<file path="config.mk">
export PLATFORM = sky130hd
export DESIGN_NAME = shift_arbiter_flat
export DESIGN_NICKNAME = d
export VERILOG_FILES = /design/src/rtl/shift_arbiter_pkg.sv /design/src/rtl/shift_arbiter_if.sv /design/src/rtl/shift_arbiter_shifter.sv /design/src/rtl/shift_arbiter.sv /design/src/flat_wrapper.sv
export SDC_FILE = /design/constraint.sdc
export NUM_CORES = 1
export LEC_CHECK = 0
export CAP_MARGIN = 20
export CORE_ASPECT_RATIO = 1.2
export CORE_MARGIN = 4
export CORE_UTILIZATION = 63
export DETAILED_ROUTE_END_ITERATION = 12
export DONT_BUFFER_PORTS = 1
export PLACE_DENSITY = 0.88
export SKIP_LAST_GASP = 1
export SLEW_MARGIN = 5
export SYNTH_ARGS = -nofsm -noshare
export SYNTH_HDL_FRONTEND = slang
export SYNTH_HIERARCHICAL = 1
export SYNTH_SLANG_ARGS = --single-unit
export TNS_END_PERCENT = 5
</file>
<file path="constraint.sdc">
create_clock -name clk -period 3.8 [get_ports clk]
set_input_delay 0.95 -clock clk [delete_from_list [all_inputs] [get_ports clk]]
set_output_delay 0.95 -clock clk [all_outputs]
set_load 0.01 [all_outputs]
</file>
<file path="src/rtl/shift_arbiter_pkg.sv">
// Shared definitions for the shift_arbiter slice: width helpers, slot
// state encoding and the flattened-request slice index helpers.
// Optional feature macro used elsewhere in this slice: SHIFT_ARB_OVF_EN.
package shift_arbiter_pkg;

   localparam int DEFAULT_WIDTH   = 8;
   localparam int DEFAULT_NUM_REQ = 4;

   // The output stage is either empty or holding one result.
   typedef enum logic {
      ST_EMPTY = 1'b0,
      ST_FULL  = 1'b1
   } slot_state_t;

   // Ceiling log2; counts how many bits are needed to index 'value' items.
   function automatic int clog2(input int value);
      int result;
      result = 0;
      for (int w = value - 1; w > 0; w = w >> 1) begin
         result = result + 1;
      end
      return result;
   endfunction

   // Width of one shift-amount field for a given operand width.
   function automatic int shift_width(input int width);
      return clog2(width);
   endfunction

   // Width of the requester index for a given requester count.
   function automatic int id_width(input int num_req);
      return clog2(num_req);
   endfunction

   // Lowest bit of requester idx inside the flattened operand bus.
   function automatic int bits_lo(input int idx, input int width);
      return idx * width;
   endfunction

   // Lowest bit of requester idx inside the flattened shift-amount bus.
   function automatic int shift_lo(input int idx, input int shift_w);
      return idx * shift_w;
   endfunction

endpackage

</file>
<file path="src/rtl/shift_arbiter_if.sv">
// Request/result bundle for shift_arbiter. The slave modport is the arbiter
// side; the master modport is the producers-plus-consumer side.
// With SHIFT_ARB_OVF_EN defined the bundle also carries out_ovf.
interface shift_arbiter_if
   import shift_arbiter_pkg::*;
#(
   parameter int WIDTH   = DEFAULT_WIDTH,
   parameter int NUM_REQ = DEFAULT_NUM_REQ
);

   localparam int SHIFT_W = shift_width(WIDTH);
   localparam int ID_W    = id_width(NUM_REQ);

   logic [NUM_REQ-1:0]         req_valid;
   logic [NUM_REQ*WIDTH-1:0]   req_bits;
   logic [NUM_REQ*SHIFT_W-1:0] req_shift;
   logic [NUM_REQ-1:0]         req_ready;
   logic                       out_valid;
   logic [WIDTH-1:0]           out_bits;
   logic [ID_W-1:0]            out_id;
   logic                       out_ready;
`ifdef SHIFT_ARB_OVF_EN
   logic                       out_ovf;
`endif

   modport slave (
      input  req_valid,
      input  req_bits,
      input  req_shift,
      output req_ready,
      output out_valid,
      output out_bits,
      output out_id,
`ifdef SHIFT_ARB_OVF_EN
      output out_ovf,
`endif
      input  out_ready
   );

   modport master (
      output req_valid,
      output req_bits,
      output req_shift,
      input  req_ready,
      input  out_valid,
      input  out_bits,
      input  out_id,
`ifdef SHIFT_ARB_OVF_EN
      input  out_ovf,
`endif
      output out_ready
   );

endinterface

</file>
<file path="src/rtl/shift_arbiter_shifter.sv">
// Generic combinational left shifter. Bits shifted past the top are lost;
// shift amounts of 'width' or more give zero.
// With SHIFT_ARB_OVF_EN defined it also reports whether any 1 bit was lost.
module shift_arbiter_shifter
   import shift_arbiter_pkg::*;
#(
   parameter int width = DEFAULT_WIDTH
) (
   input  logic [width-1:0]              data,
   input  logic [shift_width(width)-1:0] shift,
`ifdef SHIFT_ARB_OVF_EN
   output logic                          ovf,
`endif
   output logic [width-1:0]              result
);

`ifdef SHIFT_ARB_OVF_EN
   localparam int SW   = shift_width(width);
   localparam int SPAN = width + (1 << SW);

   logic [SPAN-1:0] wide;

   // Shift into a field wide enough to keep every lost bit for the flag.
   always_comb begin
      wide = {{(SPAN-width){1'b0}}, data} << shift;
   end

   assign result = wide[width-1:0];
   assign ovf    = |wide[SPAN-1:width];
`else
   assign result = data << shift;
`endif

endmodule

</file>
<file path="src/rtl/shift_arbiter.sv">
// Round-robin arbiter sharing one left shifter among NUM_REQ requesters,
// with a single-entry output register that honours backpressure.
// Optional: define SHIFT_ARB_OVF_EN to add the registered out_ovf flag.
module shift_arbiter
   import shift_arbiter_pkg::*;
#(
   parameter int WIDTH   = DEFAULT_WIDTH,
   parameter int NUM_REQ = DEFAULT_NUM_REQ
) (
   input logic         clk,
   input logic         rst,
   shift_arbiter_if.slave bus
);

   localparam int SHIFT_W = shift_width(WIDTH);
   localparam int ID_W    = id_width(NUM_REQ);

   slot_state_t state, state_next;

   logic [WIDTH-1:0]   op_bits  [NUM_REQ];
   logic [SHIFT_W-1:0] op_shift [NUM_REQ];

   logic [ID_W-1:0]    ptr;
   logic [ID_W-1:0]    ptr_next;
   logic [ID_W-1:0]    grant_idx;
   logic [ID_W-1:0]    scan_idx;
   int                 scan_sum;
   logic               grant_hit;
   logic               grant;
   logic               slot_free;
   logic [NUM_REQ-1:0] ready_vec;

   logic [WIDTH-1:0]   sel_bits;
   logic [SHIFT_W-1:0] sel_shift;
   logic [WIDTH-1:0]   shifted;
   logic [WIDTH-1:0]   out_bits_q;
   logic [ID_W-1:0]    out_id_q;

`ifdef SHIFT_ARB_OVF_EN
   logic               shift_ovf;
   logic               out_ovf_q;
`endif

   genvar gi;
   generate
      for (gi = 0; gi < NUM_REQ; gi++) begin : g_slice
         assign op_bits[gi]  = bus.req_bits[bits_lo(gi, WIDTH) +: WIDTH];
         assign op_shift[gi] = bus.req_shift[shift_lo(gi, SHIFT_W) +: SHIFT_W];
      end
   endgenerate

   assign slot_free = (state == ST_EMPTY) || bus.out_ready;

   // Find the first valid requester at or above ptr, wrapping to zero.
   always_comb begin
      grant_hit = 1'b0;
      grant_idx = '0;
      scan_sum  = 0;
      scan_idx  = '0;
      for (int off = 0; off < NUM_REQ; off++) begin
         scan_sum = int'(ptr) + off;
         if (scan_sum >= NUM_REQ) begin
            scan_sum = scan_sum - NUM_REQ;
         end
         scan_idx = ID_W'(scan_sum);
         if (!grant_hit && bus.req_valid[scan_idx]) begin
            grant_hit = 1'b1;
            grant_idx = scan_idx;
         end
      end
   end

   assign grant = !rst && slot_free && grant_hit;

   // Raise the accept strobe for the winner only.
   always_comb begin
      ready_vec = '0;
      if (grant) begin
         ready_vec[grant_idx] = 1'b1;
      end
   end

   assign bus.req_ready = ready_vec;

   assign sel_bits  = op_bits[grant_idx];
   assign sel_shift = op_shift[grant_idx];
   assign ptr_next  = (grant_idx == ID_W'(NUM_REQ - 1)) ? '0 : grant_idx + ID_W'(1);

`ifdef SHIFT_ARB_OVF_EN
   shift_arbiter_shifter #(.width(WIDTH)) u_shifter (
      .data   (sel_bits),
      .shift  (sel_shift),
      .ovf    (shift_ovf),
      .result (shifted)
   );
`else
   shift_arbiter_shifter #(.width(WIDTH)) u_shifter (
      .data   (sel_bits),
      .shift  (sel_shift),
      .result (shifted)
   );
`endif

   // Slot occupancy register.
   always_ff @(posedge clk) begin
      if (rst) begin
         state <= ST_EMPTY;
      end else begin
         state <= state_next;
      end
   end

   // A grant always fills the slot (replacing a draining result); a drain
   // without a grant empties it; otherwise the slot keeps its state.
   always_comb begin
      state_next = state;
      case (state)
         ST_EMPTY: begin
            if (grant) begin
               state_next = ST_FULL;
            end
         end
         ST_FULL: begin
            if (grant) begin
               state_next = ST_FULL;
            end else if (bus.out_ready) begin
               state_next = ST_EMPTY;
            end
         end
         default: state_next = ST_EMPTY;
      endcase
   end

   // Capture the winner's result and advance the pointer only on a grant.
   always_ff @(posedge clk) begin
      if (rst) begin
         out_bits_q <= '0;
         out_id_q   <= '0;
         ptr        <= '0;
`ifdef SHIFT_ARB_OVF_EN
         out_ovf_q  <= 1'b0;
`endif
      end else if (grant) begin
         out_bits_q <= shifted;
         out_id_q   <= grant_idx;
         ptr        <= ptr_next;
`ifdef SHIFT_ARB_OVF_EN
         out_ovf_q  <= shift_ovf;
`endif
      end
   end

   assign bus.out_valid = (state == ST_FULL);
   assign bus.out_bits  = out_bits_q;
   assign bus.out_id    = out_id_q;
`ifdef SHIFT_ARB_OVF_EN
   assign bus.out_ovf   = out_ovf_q;
`endif

endmodule

</file>
<file path="src/flat_wrapper.sv">
// flat-port wrapper written by rule: the top's interface ports become plain ports
module shift_arbiter_flat import shift_arbiter_pkg::*;
#(
   parameter int WIDTH   = DEFAULT_WIDTH,
   parameter int NUM_REQ = DEFAULT_NUM_REQ
)
  (clk, rst, bus_req_valid, bus_req_bits, bus_req_shift, bus_req_ready, bus_out_valid, bus_out_bits, bus_out_id, bus_out_ready);
  shift_arbiter_if #(.WIDTH(WIDTH), .NUM_REQ(NUM_REQ)) bus_i ();
  input logic clk;
  input logic rst;
  input wire logic [$bits(bus_i.req_valid)-1:0] bus_req_valid;
  input wire logic [$bits(bus_i.req_bits)-1:0] bus_req_bits;
  input wire logic [$bits(bus_i.req_shift)-1:0] bus_req_shift;
  output wire logic [$bits(bus_i.req_ready)-1:0] bus_req_ready;
  output wire logic [$bits(bus_i.out_valid)-1:0] bus_out_valid;
  output wire logic [$bits(bus_i.out_bits)-1:0] bus_out_bits;
  output wire logic [$bits(bus_i.out_id)-1:0] bus_out_id;
  input wire logic [$bits(bus_i.out_ready)-1:0] bus_out_ready;
  assign bus_i.req_valid = bus_req_valid;
  assign bus_i.req_bits = bus_req_bits;
  assign bus_i.req_shift = bus_req_shift;
  assign bus_req_ready = bus_i.req_ready;
  assign bus_out_valid = bus_i.out_valid;
  assign bus_out_bits = bus_i.out_bits;
  assign bus_out_id = bus_i.out_id;
  assign bus_i.out_ready = bus_out_ready;
  shift_arbiter #(.WIDTH(WIDTH), .NUM_REQ(NUM_REQ)) u_core (.clk(clk), .rst(rst), .bus(bus_i));
endmodule
</file>
* Word-level counts from Yosys, hierarchy flattened
Index checks and enable logic that the tools add are counted.
** Storage, ports and cells
- Register bits after elaboration :: 13
- Output and inout port bits :: 15
- Word-level logic and storage cells :: 72
** Operators by class
- Muxes and demuxes :: 34
- Reductions and logical operators :: 11
- Add/sub/neg operators :: 8
- Magnitude comparators :: 11
- Eq/ne operators :: 1
- Bitwise gates (word level) :: 2
- Shift-type cells :: 1
** Operators with widths (number)
- $mux W2 :: 9
- $bmux W8 S2 :: 1
- $mux W8 :: 2
- $lt A2 B3 Y1 const B :: 5
- $ge A3 B3 Y1 const B :: 4
- $mux W1 :: 12
- $bmux W1 S2 :: 4
- $shl A8 B3 Y8 :: 1
- $sub A2 B1 Y2 const B :: 4
- $add A2 B2 Y3 const B :: 2
- $bmux W3 S2 :: 1
- $logic_and A1 B1 Y1 :: 6
- $mux W3 :: 2
- $logic_not A1 Y1 :: 4
- $mux W4 :: 1
- $add A2 B1 Y3 const B :: 1
- $ge A2 B3 Y1 const B :: 1
- $not A2 Y3 :: 1
- $add A2 B1 Y2 const B :: 1
- $demux W1 S2 :: 1
- $eq A2 B2 Y1 const B :: 1
- $ge A2 B1 Y1 const B :: 1
- $pmux W1 S2 :: 1
- $logic_or A1 B1 Y1 :: 1
- $not A1 Y1 :: 1

* Depth between registers and ports, before layout
Gate-level depths: netlist (run 1).
- Depth in word-level cells :: 19
- Depth in mapped cells :: 12
- Mapped depth without buffers :: 10

* Modules after synthesis
Netlist (run 1), hierarchy kept.
** By module, submodules not included
- shift_arbiter :: cells each 116, times used 1, area an instance 1012.2 µm²
- shift_arbiter_shifter :: cells each 32, times used 1, area an instance 272.8 µm²

* Worst setup path before layout (run 1)
Ideal clock, no wire load.
- Path type :: input port to flip-flop
- Start :: in bus_req_valid[2]
- End :: reg u_core.out_bits_q[7], in the netlist u_core/bus.out_bits[7]
- Data arrival time :: 3.029 ns
- Library setup time :: 0.128 ns
- Data required time :: 3.672 ns
- Stages on the path :: 11
- Path buffers :: 2
- Path slack :: 0.642 ns
- Path through :: nor2b_1 > a21o_1 > o22ai_4 > buf_12 > mux2i_1 > mux2i_1 > buf_6 > mux2_4 > mux4_2 > nand2_1 > o21ai_0
** On the way
- Cells in the longest elaborated chain, start to end :: 17
- Elaborated cells on any way between the ends :: 31
- Classes of those cells :: 1 x shift; 22 x mux; 1 x bitwise; 7 x reduce/logical
** Ends and longest elaborated chain
- start: declaration :: RTL line flat_wrapper.sv:11 : input wire logic [$bits(bus_i.req_valid)-1:0] bus_req_valid;
- $bmux W1 S2 :: RTL line shift_arbiter.sv:66 : if (!grant_hit && bus.req_valid[scan_idx]) begin
- $mux W1 (implied by the code) :: RTL line shift_arbiter.sv:66
- $mux W1 :: RTL line shift_arbiter.sv:66
- $logic_not A1 Y1 :: RTL line shift_arbiter.sv:66
- $logic_and A1 B1 Y1 :: RTL line shift_arbiter.sv:66
- $mux W1 :: RTL line shift_arbiter.sv:66
- $logic_not A1 Y1 :: RTL line shift_arbiter.sv:66
- $logic_and A1 B1 Y1 :: RTL line shift_arbiter.sv:66
- (+2 left out)
- $logic_and A1 B1 Y1 :: RTL line shift_arbiter.sv:66
- $mux W2 (*) :: RTL line shift_arbiter.sv:66
- $not A2 Y3 (implied by the code) (*) :: RTL line shift_arbiter.sv:86 : assign sel_shift = op_shift[grant_idx];
- $bmux W3 S2 (*) :: RTL line shift_arbiter.sv:86
- $mux W3 (implied by the code) (*) (2 in series) :: RTL line shift_arbiter.sv:86
- net u_core.sel_shift[2] :: RTL line shift_arbiter.sv:34 : logic [SHIFT_W-1:0] sel_shift;
- $shl A8 B3 Y8 (*) :: RTL line shift_arbiter_shifter.sv:31 : assign result = data << shift;
- net u_core.shifted[7] :: RTL line shift_arbiter.sv:35 : logic [WIDTH-1:0] shifted;
- end signal: assignment :: RTL line shift_arbiter.sv:144 : out_bits_q <= shifted;
- end: declaration :: RTL line shift_arbiter.sv:36 : logic [WIDTH-1:0] out_bits_q;
Mark *: on every way through the listed nets, which the timed path passes. The rest lies on a longest branch. The select of a mux whose other input is x is not followed.
A chain may end at the register's enable or synchronous reset.

* Worst setup path in the final report (run 1)
Same ends and word-level chain as after synthesis.

==> results.toml, run 1 <==
[placement]
dp_cells = 163
gp_congestion = 0.771
dpl.hpwl_um = 2450
portBuffers = 0
preCtsSetupSlack_ns = 0.209
placed_cell_area_mm2 = 0.00127

[global_route]
groute.usage.overall_pct = 22.4
antenna_found_initial = 0
grt_max_degree = 23
first_pass_grt_wire_length_um = 5090
grt-ovfl-total = 0
via_count_of_the_first_global_routing_pass = 1123

[sta]
maxClockFrequency_mhz = 302
setup-violations-final = 0
layout_min_cycle_time_ns = 3.32
whs_ns = 0.500
worst_path_setup_slack_after_routing_ns = 0.483
accumulated_negative_setup_slack_ns = 0
worst_margin_pin_slew_ns = 0.996
clock_skew_ns = 0.00473
slew-limit-headroom_pct = 31.7
timing.final.max_slew_violations = 0
timing.final.crit_share_pct = 87.3
report.final.hold_viol_count = 0
rsz_0062_raised_after_global_routing = "false"

[detailed_routing]
wl_um = 3190
dr_total_vias = 1130
wl_per_cell_um = 19.1
detail_route.first_pass.iterations = 5
drt_iter0_markers = 41
avgViaCountPerCell = 6.77
drc = 0
drt.antenna.violating_nets = 0

[setup_path]
cp-end-kind = "register"
worstSetupPathType = "in2reg"
critical_path_peak_fanout = 10
rrSetupSlack_ns = 0.81
required_ns = 3.97
worstSetupStartpointType = "input pin"
critPathArrivalTime_ns = 3.49

[logic_synthesis]
synthesis.nets = 200
synth_area_mm2 = 0.00128
avgSynthCellArea_um2 = 8.68
count_leader_synth = "mux2i_1"
ys_ff_latch = 13
synth_enable_flop_cells = 0
synth_top_area_share_pct = 28.8
asyncSetResetFlopFracSynth_pct = 0
ys_top_cells_by_area = "mux2i_1, dfxtp_1, nand2b_1"
yosysSeqAreaShare_pct = 20.3
post_synth_most_frequent_cells = "mux2i_1, nand2_1, dfxtp_1"
synth_cells = 148
synth_top_area_cell = "mux2i_1"
netlist-cell-type-count = 38
synth.yosys.warnings = 6
synthFlopType = "dfxtp_1"

[clock_tree]
cts_tree = "built"
clock_sink_total = 13
cts.path.max_buffers = 2
clock_tree.root_cell = "clkbuf_4"
htreeDepth = 1
worst_skew_pair.late_latency_ns = 0.28
cts_buffers = 3
postCtsSetupRepairBufs = 0
post_cts_clock_slew_at_the_launch_and_capture_registers_of_the_worst_setup_and_hold_paths_ns = 0.08
cts_resized = 0
ctsHoldBuffers = 0

[floorplan]
core-area_mm2 = 0.00189
die_area_mm2 = 0.00283
pin_count = 66
die_h_um = 57.5
start_util_pct = 67.9
die_w_um = 49.2
placement_rows = 17

[power]
power.density_mw_per_mm2 = 631
leakage_nw = 0.526
power_mw = 0.817
worst_ir_drop_vdd_v = 0.000403

[final_layout]
postLayoutCellArea_mm2 = 0.00129
area_growth_syn_to_fin_pct = 0.682
final_util_pct = 68.3
diodes = 0
final_cell_count_no_fill = 167
layout.nets = 201
layout-drive-gt1-share_pct = 10.8
fillCellCount = 151

[outcome]
outcome = "completed"

[hold_path]
hold_path_class = "reg2reg"

[flow_run]
cap_violations = 0
## logic make-up after synthesis
kind of cell | count (synthesis) | synth area share, %
muxes | 44 | 37.3
buffers and inverters | 14 | 7.89
and+or+nand+nor | 49 | 19.9
adders and majority gates | 1 | 0.974
AOI/OAI and AO/OA | 27 | 13.7
DFF | 13 | 20.3
## power by group
group	switching [mW]	internal, mW	total (mW)
Sequential	0.0458	0.174	0.220
Combinational	0.268	0.242	0.510
Clock	0.0462	0.0407	0.0870
## cell type report
class | count | area (µm²) | area share (%)
Clock buffer | 4 | 26.3 | 2.03
Multi-Input combinational cell | 121 | 923 | 71.4
Sequential cell | 13 | 260 | 20.1
Tap cell | 19 | 23.8 | 1.84
Timing Repair Buffer | 6 | 45.0 | 3.48
Inverter | 4 | 15.0 | 1.16
## worst paths after layout
| path | start | end | cells after the start |
|---|---|---|---|
| worst min-delay path | u_core/bus.out_id[0]$_SDFFE_PP0P_ | u_core/bus.out_id[0]$_SDFFE_PP0P_ | 2 |
| worst min register to register | u_core/bus.out_id[0]$_SDFFE_PP0P_ | u_core/bus.out_id[0]$_SDFFE_PP0P_ | 2 |
| worst max register to register | u_core/ptr[1]$_SDFFE_PP0P_ | u_core/bus.out_bits[7]$_SDFFE_PP0P_ | 8 |
| worst max-delay path | bus_req_valid[2] | u_core/bus.out_bits[7]$_SDFFE_PP0P_ | 9 |
## layer usage
layer  vias to the layer above  global-route usage (%)  wire length [µm]
li1                        532                       -                 -
met1                       537                    24.5              1180
met2                        55                    43.7              1710
met3                         6                    3.66               247
met4                         0                    6.10                51
met5                         -                       0                 0
## registers in the layout, summed over array words and instances, names as in the netlist
| signal | flops |
|---|---|
| u_core/bus.out_bits | 8 |
| u_core/bus.out_id | 2 |
| u_core/ptr | 2 |
| u_core/bus.out_valid | 1 |
## critical path: stages
cell and delay (ns):
nor2b_1 0.13, a21o_1 0.19, o22ai_4 0.31, mux2i_1 0.13
mux2i_1 0.79, mux2_1 0.38, mux4_2 0.45, nand2_1 0.07
o21ai_0 0.07
## cells in the final DEF, fill, tap and decap left out
cell type | Yosys | layout
o31ai_1 | 1 | 1
or3_1 | 2 | 2
mux2_1 | 2 | 2
nor4b_1 | 1 | 1
nand2b_1 | 11 | 11
mux2i_1 | 37 | 37
nor2b_1 | 4 | 4
clkbuf_4 | 0 | 3
a2bb2oi_1 | 1 | 1
a211oi_1 | 2 | 2
nor4_1 | 1 | 1
o21a_1 | 1 | 1
o22ai_4 | 1 | 1
o21ai_0 | 12 | 12
clkbuf_1 | 3 | 1
nor3_2 | 1 | 1
a21o_1 | 1 | 1
nand3_1 | 1 | 1
mux2_2 | 1 | 1
ha_1 | 1 | 1
nand2_1 | 17 | 17
nand3b_1 | 1 | 1
o22ai_1 | 1 | 1
mux2_4 | 2 | 2
a221oi_1 | 1 | 1
o32a_1 | 1 | 1
nor2_1 | 5 | 5
or2_1 | 1 | 1
buf_4 | 1 | 6
and2_1 | 2 | 2
mux4_2 | 2 | 2
inv_1 | 4 | 4
a21oi_1 | 5 | 5
dfxtp_1 | 13 | 13
nor3_1 | 2 | 2
Power figures use the tool's default switching activity.
==> run 2: changes to the inputs <==
Settings changed: HOLD_SLACK_MARGIN from default to 0.02.
==> results of run 2 <==
The final DEF is identical to that of run 1; final timing and power are the same.
==> run 3: changes to the inputs <==
Settings changed: CORE_UTILIZATION 63 to 60, PLACE_DENSITY 0.88 to 0.85.
==> results.toml, run 3 (synthesized netlist as in run 1, its figures left out) <==
[clock_tree]
cts_buffers = 3
cts_resized = 0
cts_tree = "built"
clock_tree.root_cell = "clkbuf_4"
worst_skew_pair.late_latency_ns = 0.26
post_cts_clock_slew_at_the_launch_and_capture_registers_of_the_worst_setup_and_hold_paths_ns = 0.07
clock_sink_total = 13
ctsHoldBuffers = 0
cts.path.max_buffers = 2
postCtsSetupRepairBufs = 0
htreeDepth = 1

[final_layout]
final_util_pct = 64.8
area_growth_syn_to_fin_pct = 3.41
mostFrequentLayoutCell = "mux2i_1"
layout-drive-gt1-share_pct = 11.5
largest_register_ffs = 8
mostFrequentLayoutCells = "mux2i_1, nand2_1, dfxtp_1"
layout.nets = 201
diodes = 0
fillCellCount = 177

[hold_path]
min_from = "u_core/bus.out_id[0]$_SDFFE_PP0P_"
hold_path_class = "reg2reg"
whs_path_depth = 2
min_to = "u_core/bus.out_id[0]$_SDFFE_PP0P_"

[global_route]
grt_max_degree = 23
first_pass_grt_wire_length_um = 5060
antenna_found_initial = 0
via_count_of_the_first_global_routing_pass = 1115
groute.usage.overall_pct = 21.8
grt-ovfl-total = 0

[flow_run]
cap_violations = 0

[sta]
layout_min_cycle_time_ns = 3.08
report.final.hold_viol_count = 0
accumulated_negative_setup_slack_ns = 0
maxClockFrequency_mhz = 325
setup-violations-final = 0
timing.final.max_slew_violations = 0
worst_margin_pin_slew_ns = 0.566
timing.final.crit_share_pct = 81.1
rsz_0062_raised_after_global_routing = "false"
slew-limit-headroom_pct = 61.9
clock_skew_ns = 0.00272

[placement]
dpl.hpwl_um = 2470
gp_congestion = 0.817
portBuffers = 0

[floorplan]
start_util_pct = 62.7
die_area_mm2 = 0.00295
die_h_um = 58.7
die_w_um = 50.2
pin_count = 66
placement_rows = 18
core-area_mm2 = 0.00205

[power]
clockPowerShare_pct = 10.0
power.switching_mw = 0.347
power_mw = 0.813
power_report.internal_total_mw = 0.466
power.share.sequential_pct = 26.9
switching_share_pct = 42.6
leakage_nw = 0.532
pwr-share-comb_pct = 63.0
worst_ir_drop_vdd_v = 0.000349
power.density_mw_per_mm2 = 612

[detailed_routing]
drc = 0
dr_total_vias = 1101
wl_um = 3110
drt_iter0_markers = 25
drt.antenna.violating_nets = 0
wl_per_cell_um = 17.5
avgViaCountPerCell = 6.19
detail_route.first_pass.iterations = 4

[setup_path]
cp-end-kind = "output port"
worst-path-buf-inv = 0
rr_startpoint = "u_core/ptr[0]$_SDFFE_PP0P_"
critical_path_peak_fanout = 10
cpLargestDelayFamily = "compound AO/OA/AOI/OAI gates"
crit-reg2reg-capture = "u_core/bus.out_bits[7]$_SDFFE_PP0P_"
critical_path.max_stage_delay_ns = 0.40
worst-r2r-cell-count = 10
required_ns = 2.85
critical-path-slowest-cell = "o22ai_4"
critPathArrivalTime_ns = 2.13
rrSetupSlack_ns = 1.08
worstSetupPathType = "in2out"
worstSetupStartpointType = "input pin"
list_of_cells_traversed_by_the_critical_path = "nor2b_1 > a21o_1 > o22ai_4 > ha_1 > and2_1"

[outcome]
outcome = "completed"
run 3: area by class of cell:
class / instances / area [µm²] / area share [%]
Tap cell: 30 / 37.5 / 2.82
Multi-Input combinational cell: 121 / 928 / 69.9
Clock buffer: 4 / 26.3 / 1.98
Timing Repair Buffer: 6 / 61.3 / 4.61
Sequential cell: 13 / 260 / 19.6
Inverter: 4 / 15.0 / 1.13
run 3: worst max-delay path by stage:
stage                      from                                  end  slack, ns  cells past startpoint
3_3_place_gp   bus_req_valid[2]  u_core/bus.out_bits[7]$_SDFFE_PP0P_       0.55                     10
4_1_cts        bus_req_valid[2]                     bus_req_ready[1]       0.61                      4
3_5_place_dp   bus_req_valid[2]  u_core/bus.out_bits[7]$_SDFFE_PP0P_       0.45                     10
5_1_grt        bus_req_valid[2]  u_core/bus.out_bits[7]$_SDFFE_PP0P_       0.62                     10
2_1_floorplan  bus_req_valid[2]  u_core/bus.out_bits[7]$_SDFFE_PP0P_       0.64                     11
6_report       bus_req_valid[2]                     bus_req_ready[3]       0.72                      5
run 3: power by group through the flow:
stage          clock (mW)  sequential (mW)  combinational (mW)
6_report           0.0816            0.219               0.512
4_1_cts            0.0848            0.220               0.508
2_1_floorplan           0            0.212               0.450
3_5_place_dp            0            0.222               0.506
3_3_place_gp            0            0.221               0.481
5_1_grt            0.0913            0.224               0.557
run 3: routing by layer:
layer | up-vias | global-route usage, % | share of wire, %
li1 | 536 | - | -
met1 | 506 | 24.4 | 38
met2 | 49 | 39.7 | 52
met3 | 10 | 5.06 | 7.3
met4 | 0 | 7.91 | 2.3
met5 | - | 0 | 0
run 3: metrics by stage:
step / cells / setup slack (ns) / instance area (µm²) / hold slack [ns]
floorplan: 148 / 0.642 / 1280 / 0.481
global placement: 173 / 0.553 / 1290 / 0.491
detailed placement: 173 / 0.455 / 1290 / 0.493
CTS: 177 / 0.611 / 1320 / 0.503
global route: 178 / 0.616 / 1330 / 0.522
finish: 178 / 0.719 / 1330 / 0.499
run 3: tightest hold or removal path: cells and delay by family (launching register included):
family,cells,cell delay [ns]
flip-flops,1,0.34
AND/OR/NAND/NOR,1,0.06
AO/OA/AOI/OAI,1,0.05
